--- src/rtl/sar_pkg.sv ---
// sar_pkg: shared types and channel-search helper for the SAR conversion sequencer.
package sar_pkg;
  typedef enum logic [2:0] {IDLE, SEL, SAMPLE, SETTLE, CONV, GAP} state_t;
  localparam int NCH     = 4;
  localparam int NCH_MAX = 16;
  localparam int CH_W    = $clog2(NCH);
  typedef struct packed {
    logic       found;
    logic [3:0] idx;
  } pick_t;
  // Lowest set bit of mask at an index >= ptr; descending scan so the lowest hit wins.
  function automatic pick_t find_next(input logic [NCH_MAX-1:0] mask, input logic [4:0] ptr);
    pick_t p;
    p = '0;
    for (int i = NCH_MAX - 1; i >= 0; i--)
      if (mask[i] && 5'(i) >= ptr) p = '{found: 1'b1, idx: 4'(i)};
    return p;
  endfunction
endpackage

--- src/rtl/sar_ch_pick.sv ---
// sar_ch_pick: combinational priority search for the next scanned channel at or above ch_ptr.
module sar_ch_pick
  import sar_pkg::*;
#(
  parameter int NCH = 4,
  parameter int CW  = $clog2(NCH)
) (
  input  logic [NCH-1:0] mask,
  input  logic [CW:0]    ptr,
  output logic           found,
  output logic [CW-1:0]  idx
);
  pick_t p;
  always_comb begin
    p = find_next(NCH_MAX'(mask), 5'(ptr));
    found = p.found;
    idx = CW'(p.idx);
  end
endmodule

--- src/rtl/sar_conv_ctrl.sv ---
// sar_conv_ctrl: scans masked channels through sample/settle/convert and captures SAR results
// with a valid/ready handshake, sticky timeout and overrun flags.
module sar_conv_ctrl
  import sar_pkg::*;
#(
  parameter int NBITS       = 8,
  parameter int NCH         = 4,
  parameter int SAMPLE_CYC  = 4,
  parameter int SETTLE_CYC  = 2,
  parameter int TIMEOUT_CYC = 32,
  parameter bit DOUT_INV    = 1'b0
) (
  input  logic                     clk,
  input  logic                     rst_n,
  input  logic                     en,
  input  logic                     trig,
  input  logic                     cont,
  input  logic [NCH-1:0]           ch_mask,
  input  logic                     clr_err,
  output logic                     sar_en,
  output logic                     sar_start,
  output logic                     sample,
  output logic [$clog2(NCH)-1:0]   ch_sel,
  input  logic                     sar_eoc,
  input  logic [NBITS-1:0]         sar_dout,
  output logic [NBITS-1:0]         res_data,
  output logic [$clog2(NCH)-1:0]   res_ch,
  output logic                     res_valid,
  input  logic                     res_ready,
  output logic                     busy,
  output logic                     err_timeout,
  output logic                     overrun
);
  localparam int CW    = $clog2(NCH);
  localparam int PW    = CW + 1;
  localparam int CMAX  = (SAMPLE_CYC > SETTLE_CYC) ? ((SAMPLE_CYC > TIMEOUT_CYC) ? SAMPLE_CYC : TIMEOUT_CYC)
                                                   : ((SETTLE_CYC > TIMEOUT_CYC) ? SETTLE_CYC : TIMEOUT_CYC);
  localparam int CNT_W = $clog2(CMAX + 1);
  state_t           state, nxt;
  logic [CNT_W-1:0] cnt;
  logic [NCH-1:0]   scan_mask;
  logic [PW-1:0]    ch_ptr;
  logic             found, eoc_hit, tmo, relatch;
  logic [CW-1:0]    pick;
  sar_ch_pick #(.NCH(NCH)) u_pick (
    .mask  (scan_mask),
    .ptr   (ch_ptr),
    .found (found),
    .idx   (pick)
  );
  assign sar_en    = state inside {SAMPLE, SETTLE, CONV};
  assign sar_start = state == CONV;
  assign sample    = state == SAMPLE;
  assign busy      = state != IDLE;
  // A continuous-mode restart re-latches the mask and spends one more SEL cycle on the search.
  always_comb begin
    eoc_hit = en && state == CONV && sar_eoc;
    tmo = en && state == CONV && !sar_eoc && cnt == CNT_W'(TIMEOUT_CYC - 1);
    relatch = en && |ch_mask && ((state == IDLE && trig) || (state == SEL && !found && cont));
    nxt = state;
    if (!en) nxt = IDLE;
    else
      case (state)
        IDLE:    nxt = relatch ? SEL : IDLE;
        SEL:     nxt = found ? SAMPLE : (relatch ? SEL : IDLE);
        SAMPLE:  nxt = cnt == CNT_W'(SAMPLE_CYC - 1) ? SETTLE : SAMPLE;
        SETTLE:  nxt = cnt == CNT_W'(SETTLE_CYC - 1) ? CONV : SETTLE;
        CONV:    nxt = (eoc_hit || tmo) ? GAP : CONV;
        GAP:     nxt = SEL;
        default: nxt = IDLE;
      endcase
  end
  always_ff @(posedge clk or negedge rst_n)
    if (!rst_n) begin
      state <= IDLE;
      cnt <= '0;
      scan_mask <= '0;
      ch_ptr <= '0;
      ch_sel <= '0;
      res_data <= '0;
      res_ch <= '0;
      res_valid <= 1'b0;
      err_timeout <= 1'b0;
      overrun <= 1'b0;
    end else begin
      state <= nxt;
      cnt <= (nxt != state) ? '0 : cnt + 1'b1;
      if (relatch) begin
        scan_mask <= ch_mask;
        ch_ptr <= '0;
      end else if (en && state == GAP) ch_ptr <= PW'(ch_sel) + 1'b1;
      if (en && state == SEL && found) ch_sel <= pick;
      if (eoc_hit) begin
        res_data <= sar_dout ^ {NBITS{DOUT_INV}};
        res_ch <= ch_sel;
      end
      res_valid <= eoc_hit | (res_valid & ~res_ready);
      overrun <= (eoc_hit & res_valid & ~res_ready) | (overrun & ~clr_err);
      err_timeout <= tmo | (err_timeout & ~clr_err);
    end
endmodule

--- config.mk ---
export PLATFORM = sky130hd
export DESIGN_NAME = sar_conv_ctrl
export DESIGN_NICKNAME = d
export VERILOG_FILES = /design/src/rtl/sar_pkg.sv /design/src/rtl/sar_ch_pick.sv /design/src/rtl/sar_conv_ctrl.sv
export SDC_FILE = /design/constraint.sdc
export NUM_CORES = 1
export LEC_CHECK = 0
export BUFFER_PORTS_ARGS = -buffer_cell sky130_fd_sc_hd__buf_2
export CAP_MARGIN = 20
export CORE_ASPECT_RATIO = 1.4
export CORE_MARGIN = 4
export CORE_UTILIZATION = 56
export CTS_CLUSTER_DIAMETER = 40
export DETAILED_ROUTE_END_ITERATION = 8
export PLACE_DENSITY = 0.92
export SLEW_MARGIN = 30
export SYNTH_ARGS = -nofsm -noshare
export SYNTH_HDL_FRONTEND = slang
export SYNTH_SLANG_ARGS = --single-unit
--- constraint.sdc ---
create_clock -name clk -period 3.75 [get_ports clk]
set_input_delay 0.375 -clock clk [delete_from_list [all_inputs] [get_ports clk]]
set_output_delay 0.375 -clock clk [all_outputs]
set_load 0.05 [all_outputs]
==> impl_summary.txt <==
----------------------------------------------------
[Run status]
  Result of the run ... finished clean

[Floorplanning]
  Row Count ... 22
  Die boundary width ... 52.7 um
  Vertical extent of the die ... between 70 and 80 um
  Core region area ... about 0.0026 mm^2
  Starting density of the core ... between 50% and 60%
  Ports ... 39
  Full die area ... 0.00372 mm^2

[Critical path]
  Slack of the worst reg-to-reg path ... 1840 ps
  Startpoint type of the worst setup path ... flip-flop
  Reg2reg path depth ... 7
  End point of the critical path ... sar_en
  Crit path launch ... state[0]
  Category of the worst setup path capture point ... output port
  Worst R2R End ... cnt[3]
  Critical Path RT ... 3380 ps
  Reg-to-reg critical path startpoint ... cnt[0]
  Kind of critical path ... flip-flop to output port
  CP Max Fanout ... 10
  Data arrival time of the critical path ... 1610 ps

[Final layout]
  Layout cells sized above 1 ... 39.2%
  Relative area change from synthesis to final layout ... 19.3%
  Number of nets in the finished design ... roughly 200
  Final standard cell utilization of the core ... between 70% and 80%
  Total non-filler cell area in the finished layout ... ~0.0019 mm^2
  Sequential standard cell area ... 776 um^2
  # fillers ... 208
  Antenna Diode Count ... 0
  Multi-input combinational cell area ... about 750 um^2
  Final Instance Count excl. Fillers ... roughly 220

[STA]
  Post-route fraction of the period consumed by the critical path ... 52.9%
  Max Freq ... about 0.50 GHz
  Setup repair after global routing missed its margin ... false
  Accumulated negative setup slack ... 0 ps
  Hold violation count in the final report ... 0
  Final setup viols ... 0
  Worst-margin pin slew ... approximately 670 ps
  Skew final ... a little over 9 ps
  Worst max-slew margin expressed relative to the limit ... a little under three fifths
  Slew Limit Fails ... 0
  Period minus WS final ... around 2000 ps
  Crit path setup slack, layout ... approximately 1800 ps

[Clock tree]
  Clock tree from TritonCTS ... yes
  H-Tree Depth ... 2
  CTS root buffer ... sky130_fd_sc_hd__clkbuf_4
  Clock Path Buffers ... 2
  Count of cells resized by post-cts repair ... 0
  Number of CTS-inserted buffers ... 5
  Total clock sinks ... 31
  Post CTS Setup Buffer Count ... 0
  Hold buffers post-CTS ... 0
  Clk slew on worst S/H paths ... 100 ps
  Skew-Pair Late Insertion Delay ... around 340 ps

[Route]
  Via-per-instance ratio ... around 5.4
  Overall via count from detail_route ... around 1200
  Number of DRC violations after detailed-routing iteration 0 ... 20
  Length of the first detailed-routing pass in iterations ... 4
  # DRC ... 0
  Total wire length after detailed routing ... between 3000 and 4000 um
  Count of antenna-violating nets left after detailed routing ... 0
  Routed length per instance ... 14.0 um

[Place]
  Placed Instances ... between 200 and 250
  Post-placement cell area ... between 0.0015 and 0.002 mm^2
  Setup Slack @ Placement ... approximately 1800 ps
  Detailed placer's ending HPWL ... roughly 2300 um
  Port buffer count ... 38
  Final estimated routing congestion in global placement ... slightly above 0.8

[Yosys]
  Unique masters post-synth ... 45
  Number of warning messages in the yosys log ... 0
  Dominant synthesized flop cell ... sky130_fd_sc_hd__dfrtp_1
  Avg Synthesized Cell Area ... approximately 11 um^2
  Fraction of the yosys area taken by sequential cells ... roughly half
  Async set-reset flop share out of synthesis ... 100%
  Post-synthesis sequential element count ... 31
  Summed instance area of the synthesized netlist ... approximately 0.0016 mm^2
  Instance count of the mapped netlist ... roughly 140
  Syn_nets ... 160
  Number of synthesized flops with an enable pin ... 0

[GRT]
  Global router's overall resource usage ... a little under a fifth
  Overflow left after global routing ... 0
  Largest net degree at the start of global routing ... 32
  Number of antenna violations at the first check in global routing ... 0
  Vias in the first global route ... between 1000 and 1500
  Global-route wire length before repair ... 5200 um

[Min path]
  Type of the most critical hold path ... input port to async pin

[Power]
  Leak ... between 0.9 and 1 nW
  Power density over cell area ... ~520 mW/mm^2
  Largest vdd supply drop ... around 0.34 mV

[Job]
  Max-Cap Viols ... 0

----------------------------------------------------
[metal layers]
metal | vias up | wire length (um) | part of all wire, % | global-route usage [%]
met3 | 6 | 161 | 5.3 | 6.95
met2 | 32 | 1680 | 55 | 32.2
li1 | 563 | - | - | -
met1 | 573 | 1150 | 38 | 20.1
met5 | - | 0 | 0 | 0
met4 | 0 | 56 | 1.8 | 9.38
[area by class of cell]
cell class | count | share of cell area, %
well taps | 36 | 2.41
inverters | 7 | 1.41
repair buffers | 38 | 10.2
flip-flops and latches | 31 | 41.5
multi-input cells | 97 | 39.9
clock inverters | 2 | 1.87
clock buffers | 6 | 2.74
[worst max-delay path, stage by stage, from the launching register on]
cell and delay (ps):
sky130_fd_sc_hd__dfrtp_1 480, sky130_fd_sc_hd__nor2_1 260, sky130_fd_sc_hd__nand2_1 130, sky130_fd_sc_hd__o21ai_0 110
sky130_fd_sc_hd__buf_2 300
[registers in the layout (all words and copies together) (netlist names)]
| signal | cells |
|---|---|
| ch_ptr | 3 |
| ch_sel | 2 |
| cnt | 6 |
| err_timeout | 1 |
| overrun | 1 |
| res_ch | 2 |
| res_data | 8 |
| res_valid | 1 |
| scan_mask | 4 |
| state | 3 |
[kinds of logic after synthesis]
logic type / Yosys count / synth area share, %
AOI/OAI and AO/OA: 27 / 16.5
xor gates and xnor gates: 4 / 2.24
adders and majority gates: 3 / 2.40
buffers and inverters: 9 / 2.88
DFF: 31 / 49.5
muxes: 14 / 9.90
and+or+nand+nor: 49 / 16.6
[how the worst min path moves through the flow]
stage,to,slack (ps)
2_1_floorplan,ch_ptr[0],80
3_3_place_gp,scan_mask[0],440
3_5_place_dp,scan_mask[0],450
4_1_cts,scan_mask[3],80
5_1_grt,scan_mask[3],100
6_report,scan_mask[3],60
[cells in the mapped netlist (2+ instances only)]
master                       n  area [um^2]
sky130_fd_sc_hd__nor2_1     16         60.1
sky130_fd_sc_hd__mux2i_1     2         20.0
sky130_fd_sc_hd__a21oi_1     4         20.0
sky130_fd_sc_hd__mux2_2     12          135
sky130_fd_sc_hd__nand2b_1    2         12.5
sky130_fd_sc_hd__xor2_1      3         26.3
sky130_fd_sc_hd__o21ai_0     4         20.0
sky130_fd_sc_hd__nand3_1     6         30.0
sky130_fd_sc_hd__dfrtp_1    31          776
sky130_fd_sc_hd__ha_1        3         37.5
sky130_fd_sc_hd__nand2_1    10         37.5
sky130_fd_sc_hd__or3_1       2         12.5
sky130_fd_sc_hd__nor2b_1     4         25.0
sky130_fd_sc_hd__o2bb2ai_1   2         17.5
sky130_fd_sc_hd__inv_1       6         22.5
[stage by stage]
step	total power, W	hold WS, ps
6_report	0.000968	59.3
5_1_grt	0.00103	103
4_1_cts	0.000977	75.2
3_5_place_dp	0.000703	455
3_3_place_gp	0.000692	436
2_1_floorplan	0.000629	79.4
[where the power goes]
group | leakage [nW] | switching [W] | internal [W]
registers | 0.415 | 0.0000479 | 0.000378
clock network | 0.0482 | 0.000116 | 0.000157
logic | 0.510 | 0.000173 | 0.0000960
total | 0.973 | 0.000336 | 0.000631
[layout by cell type (no fill, tap or decap), types with 3 or more instances in the layout]
master | Yosys | routed
sky130_fd_sc_hd__buf_2 | 0 | 38
sky130_fd_sc_hd__dfrtp_1 | 31 | 31
sky130_fd_sc_hd__nor2_1 | 16 | 16
sky130_fd_sc_hd__mux2_2 | 12 | 12
sky130_fd_sc_hd__nand2_1 | 10 | 10
sky130_fd_sc_hd__inv_1 | 6 | 6
sky130_fd_sc_hd__nand3_1 | 6 | 6
sky130_fd_sc_hd__clkbuf_4 | 0 | 5
sky130_fd_sc_hd__nor2b_1 | 4 | 4
sky130_fd_sc_hd__a21oi_1 | 4 | 4
sky130_fd_sc_hd__o21ai_0 | 4 | 4
sky130_fd_sc_hd__xor2_1 | 3 | 3
sky130_fd_sc_hd__ha_1 | 3 | 3
Note: power is estimated with default switching activity, not from simulation.
